===== src/rtl/line_word_buf.sv =====
// rtl/line_word_buf.sv - cache line refill buffer with critical-word-first fill and bypassed reads
module line_word_buf #(
    parameter int DATA_WIDTH = 32,
    parameter int WORDS      = 8,
    localparam int SEL_W     = $clog2(WORDS)
) (
    input  logic                  clk,
    input  logic                  rst,
    input  logic                  fill_start,
    input  logic [SEL_W-1:0]      fill_addr,
    input  logic                  mem_valid,
    input  logic [DATA_WIDTH-1:0] mem_data,
    output logic                  mem_ready,
    output logic                  fill_done,
    input  logic                  flush,
    input  logic                  rd_en,
    input  logic [SEL_W-1:0]      rd_sel,
    output logic [DATA_WIDTH-1:0] rd_data,
    output logic                  rd_valid,
    output logic                  busy,
    output logic                  line_valid
);

    typedef enum logic {IDLE, FILL} state_t;

    state_t                state, state_nxt;
    logic [SEL_W-1:0]      base;
    logic [SEL_W-1:0]      beat_cnt;
    logic [SEL_W-1:0]      wr_idx;
    logic [WORDS-1:0]      valid;
    logic [DATA_WIDTH-1:0] store [WORDS];
    logic                  start;
    logic                  accept;
    logic                  hit_bypass;
    logic                  hit;

    // Beats land at base + k; the index wraps because WORDS is a power of two.
    assign wr_idx     = base + beat_cnt;
    assign busy       = (state == FILL);
    assign line_valid = &valid;
    assign hit_bypass = accept && (wr_idx == rd_sel);
    assign hit        = rd_en && !flush && (valid[rd_sel] || hit_bypass);

    // State register.
    always_ff @(posedge clk or posedge rst) begin
        if (rst) state <= IDLE;
        else     state <= state_nxt;
    end

    // Next state and handshake outputs; flush beats fill_start and any same-cycle beat.
    always_comb begin
        state_nxt = state;
        mem_ready = 1'b0;
        accept    = 1'b0;
        fill_done = 1'b0;
        start     = 1'b0;
        case (state)
            IDLE: begin
                if (fill_start && !flush) begin
                    state_nxt = FILL;
                    start     = 1'b1;
                end
            end
            FILL: begin
                mem_ready = 1'b1;
                if (flush) begin
                    state_nxt = IDLE;
                end else if (mem_valid) begin
                    accept = 1'b1;
                    if (beat_cnt == SEL_W'(WORDS - 1)) begin
                        fill_done = 1'b1;
                        state_nxt = IDLE;
                    end
                end
            end
            default: state_nxt = IDLE;
        endcase
    end

    // Refill bookkeeping: base index, beat counter and per-word valid bits.
    always_ff @(posedge clk or posedge rst) begin
        if (rst) begin
            base     <= '0;
            beat_cnt <= '0;
            valid    <= '0;
        end else if (flush) begin
            beat_cnt <= '0;
            valid    <= '0;
        end else if (start) begin
            base     <= fill_addr;
            beat_cnt <= '0;
            valid    <= '0;
        end else if (accept) begin
            valid[wr_idx] <= 1'b1;
            beat_cnt      <= beat_cnt + SEL_W'(1);
        end
    end

    // Word storage; contents survive reset since valid bits gate every read.
    always_ff @(posedge clk) begin
        if (accept) store[wr_idx] <= mem_data;
    end

    // Registered read port; a word written this cycle is forwarded from mem_data.
    always_ff @(posedge clk or posedge rst) begin
        if (rst) begin
            rd_data  <= '0;
            rd_valid <= 1'b0;
        end else begin
            rd_valid <= hit;
            if (hit) rd_data <= hit_bypass ? mem_data : store[rd_sel];
        end
    end

endmodule

===== config.mk =====
export PLATFORM = sky130hd
export DESIGN_NAME = line_word_buf
export DESIGN_NICKNAME = d
export VERILOG_FILES = /design/src/rtl/line_word_buf.sv
export SDC_FILE = /design/constraint.sdc
export NUM_CORES = 1
export LEC_CHECK = 0
export BUFFER_PORTS_ARGS = -buffer_cell sky130_fd_sc_hd__buf_2
export CORE_MARGIN = 10
export CORE_UTILIZATION = 50
export CTS_CLUSTER_DIAMETER = 120
export CTS_CLUSTER_SIZE = 30
export DETAILED_ROUTE_END_ITERATION = 6
export PLACE_DENSITY = 0.71
export SETUP_SLACK_MARGIN = 0.05
export SLEW_MARGIN = 20
export SYNTH_ARGS = -nofsm -noshare
export SYNTH_HDL_FRONTEND = slang
export SYNTH_SLANG_ARGS = --single-unit

===== constraint.sdc =====
create_clock -name clk -period 5.4 [get_ports clk]
set_clock_uncertainty 0.1 [all_clocks]
set_input_delay 0.81 -clock clk [delete_from_list [all_inputs] [get_ports clk]]
set_output_delay 0.81 -clock clk [all_outputs]
set_load 0.05 [all_outputs]

==> results.sh <==
export IMPL_timing_critical_path_slowest_cell_delay_ns=0.90
export IMPL_timing_max_transition_violations_final=0
export IMPL_synth_enable_flop_cells=256
export IMPL_path_max_fanout=17
export IMPL_floorplan_die_height_um=175
export IMPL_placementRows=56
export IMPL_utilization=0.564
export IMPL_area_of_the_mapped_netlist_um2=12000
export IMPL_setup_ws_ns=2.00
export IMPL_gr_usage_all_layers=0.156
export IMPL_holdWs_ns=0.394
export IMPL_place_worst_setup_slack_ns=1.75
export IMPL_clk_pin_slew_ns=0.11
export IMPL_synthesized_netlist_cell_count=600
export IMPL_min_delay_path_class="reg -> reg"
export IMPL_final_period_utilization=0.630
export IMPL_powerDensity_nw_per_um2=338
export IMPL_power_ir_vdd_worst_mv=0.248
export IMPL_initial_antenna_violation_count=3
export IMPL_synth_yosys_warnings=0
export IMPL_ioPinCount=81
export IMPL_postCtsSetupRepairBufs=0
export IMPL_timing_slew_headroom=0.304
export IMPL_clk_sink_count=304
export IMPL_grt_pass1_wl_um=37400
export IMPL_total_wirelength_of_the_detailed_routed_design_um=23900
export IMPL_ctsResizeCount=0
export IMPL_synth_main_ff_cell="sky130_fd_sc_hd__edfxtp_1"
export IMPL_cts_htree_levels=1
export IMPL_outcome="complete, no violations"
export IMPL_firstDrtPassIters=5
export IMPL_placement_io_buffers=80
export IMPL_worst_r2r_endpoint="rd_data[23]"
export IMPL_finish_cell_count_without_fillers=1007
export IMPL_grt_max_degree=55
export IMPL_syn_avg_cell_area_um2=20.0
export IMPL_ctsRootBufferMaster="sky130_fd_sc_hd__clkbuf_16"
export IMPL_route_vias_total=5763
export IMPL_tightest_slew_ns=1.04
export IMPL_timing_rr_start="beat_cnt[0]"
export IMPL_placedInstanceArea_um2=12800
export IMPL_worst_setup_path_category="reg -> reg"
export IMPL_synth_lib_cells_used_distinct=37
export IMPL_clk_insertion_delay_late_ns=0.49
export IMPL_drc_errors=0
export IMPL_insertedDiodeCount=0
export IMPL_avgRoutedWirePerCell_um=23.8
export IMPL_timing_final_crit_period_ns=3.40
export IMPL_seq_area_frac_synth=0.739
export IMPL_grt_overflow=0
export IMPL_synth_async_sr_flop_share=0.158
export IMPL_timing_critical_path_cells="ha_1, inv_1, fa_1, xor3_2, xnor2_1, or4_2, buf_4, mux2i_1, o21ai_0"
export IMPL_power_leakage_nw=4.75
export IMPL_finalSetupTns_ns=0
export IMPL_post_place_cells=983
export IMPL_setup_worst_path_end_class="flop"
export IMPL_total_power_mw=4.48
export IMPL_worstHoldStart="rd_data[5]"
export IMPL_final_design_area_no_fill_um2=13300
export IMPL_post_route_cells_drive_above_1_share=0.331
export IMPL_ys_seq_elements=304
export IMPL_cp_start_kind="flop"
export IMPL_rr_worst_depth=9
export IMPL_gp_congestion=0.746
export IMPL_die_area_um2=30700
export IMPL_setup_reg_to_reg_worst_slack_ns=2.00
export IMPL_layout_area_overhead_vs_synth_pct=10.3
export IMPL_max_clock_path_buffers=3
export IMPL_hold_buffers=0
export IMPL_number_of_nets_in_the_synthesized_netlist=648
export IMPL_report_final_hold_viol_count=0
export IMPL_setup_viol_count_final=0
export IMPL_initial_core_util=0.511
export IMPL_rsz0062_at_grt="no"
export IMPL_hpwl_after_dpl_um=14100
export IMPL_final_net_count=728
export IMPL_detail_route_vias_per_cell=5.72
export IMPL_final_antenna_net_count=0
export IMPL_critical_path_slowest_cell="sky130_fd_sc_hd__or4_2"
export IMPL_detailedRoute_firstIterationViolations=471
export IMPL_cts_buffers_inserted=14
export IMPL_coreArea_um2=23500
export IMPL_grt_pass1_vias=6292
export IMPL_timing_critical_path_arrival_ns=3.71
export IMPL_fp_dieW_um=175
export IMPL_cp_required_ns=5.70
export IMPL_max_cap_violations=0
export IMPL_tritoncts="built"
export IMPL_max_freq_ghz=0.294
export IMPL_whs_endpoint="rd_data[5]"
export IMPL_timing_hold_worst_path_depth=2
==> worst max path at each step <==
stage | end | depth (start not counted) | from | slack, ns
2_1_floorplan | store[6][0] | 5 | beat_cnt[0] | 0.36
3_3_place_gp | rd_data[22] | 6 | rd_sel[0] | 1.82
3_5_place_dp | rd_data[23] | 6 | rd_sel[0] | 1.75
4_1_cts | rd_data[23] | 9 | beat_cnt[0] | 1.98
5_1_grt | rd_data[20] | 8 | beat_cnt[0] | 1.84
6_report | rd_data[23] | 9 | beat_cnt[0] | 2.00
==> cell type report <==
class	instances	area (µm²)
Clock buffer	23	405
Clock inverter	1	30.0
Fill cell	1841	10300
Inverter	7	26.3
Multi-Input combinational cell	255	2970
Sequential cell	304	8890
Tap cell	319	399
Timing Repair Buffer	98	551
==> flip-flops by register name, indices dropped and copies added, names as in the netlist <==
signal    cells
store       256
beat_cnt      3
base          3
valid         8
rd_valid      1
rd_data      32
busy          1
==> metal layers <==
metal / vias to the layer above / GRT usage / share of wire / routed length (µm)
li1: 2544 / - / - / -
met1: 3047 / 0.209 / 0.43 / 10200
met2: 134 / 0.264 / 0.51 / 12200
met3: 34 / 0.0280 / 0.049 / 1180
met4: 4 / 0.0272 / 0.015 / 354
met5: - / 0 / 0.00088 / 21
==> cells in the mapped netlist (2+ instances only) <==
cell type                  number  area share
sky130_fd_sc_hd__o21ai_0        3      0.0012
sky130_fd_sc_hd__o21a_1         9      0.0056
sky130_fd_sc_hd__buf_1          4      0.0012
sky130_fd_sc_hd__buf_2         11      0.0046
sky130_fd_sc_hd__o21ai_1       30       0.012
sky130_fd_sc_hd__xnor2_1        2      0.0015
sky130_fd_sc_hd__inv_1          7      0.0022
sky130_fd_sc_hd__buf_4          5      0.0031
sky130_fd_sc_hd__nor4_1         4      0.0021
sky130_fd_sc_hd__a21oi_1        4      0.0017
sky130_fd_sc_hd__mux2i_1       32       0.027
sky130_fd_sc_hd__buf_12         3      0.0050
sky130_fd_sc_hd__mux4_2        66        0.12
sky130_fd_sc_hd__nand2_1       36       0.011
sky130_fd_sc_hd__nor3_1         2     0.00083
sky130_fd_sc_hd__dfrtp_1       48        0.10
sky130_fd_sc_hd__nor3b_1        3      0.0019
sky130_fd_sc_hd__mux2_2        35       0.033
sky130_fd_sc_hd__ha_1           3      0.0031
sky130_fd_sc_hd__clkbuf_1      10      0.0031
sky130_fd_sc_hd__nor2_1        10      0.0031
sky130_fd_sc_hd__nand3_1        2     0.00083
sky130_fd_sc_hd__edfxtp_1     256        0.64
sky130_fd_sc_hd__nand4_1        2      0.0010
==> critical path: cells and delay by family, from the launching register on <==
family	cells	cell delay (ns)
AOI/OAI and AO/OA	1	0.18
adders and majority gates	2	0.57
xor gates and xnor gates	2	0.54
and+or+nand+nor	1	0.90
buffers and inverters	2	0.43
DFF	1	0.43
muxes	1	0.16
==> report_power, final <==
group	leakage (nW)	total, mW	internal [mW]	switching [mW]
Clock	0.206	1.22	0.536	0.689
Combinational	1.62	0.582	0.174	0.408
Sequential	2.92	2.67	2.63	0.0453
Total	4.75	4.48	3.34	1.14
==> logic make-up after synthesis <==
logic type,synth area share
AND/OR/NAND/NOR,0.0238
XOR/XNOR,0.00614
AO/OA/AOI/OAI,0.0231
multiplexers,0.183
adder cells (fa/ha/maj),0.00479
flip-flops,0.739
buffers and inverters,0.0202
==> cell usage in the layout, fill, tap and decap left out, drive strengths merged, types with 2 or more instances in the layout <==
master,Yosys,routed
nor4,4,4
nor2,10,10
mux2i,32,32
mux2,35,35
xnor2,2,2
nand4,2,2
edfxtp,256,256
buf,24,98
nand2,36,36
inv,7,7
ha,3,3
clkbuf,10,23
a21oi,4,4
nor3,2,2
mux4,66,66
nor3b,3,3
o21a,9,9
nand3,2,2
dfrtp,48,48
o21ai,33,33
No activity file was read; power rests on OpenSTA's default activity.
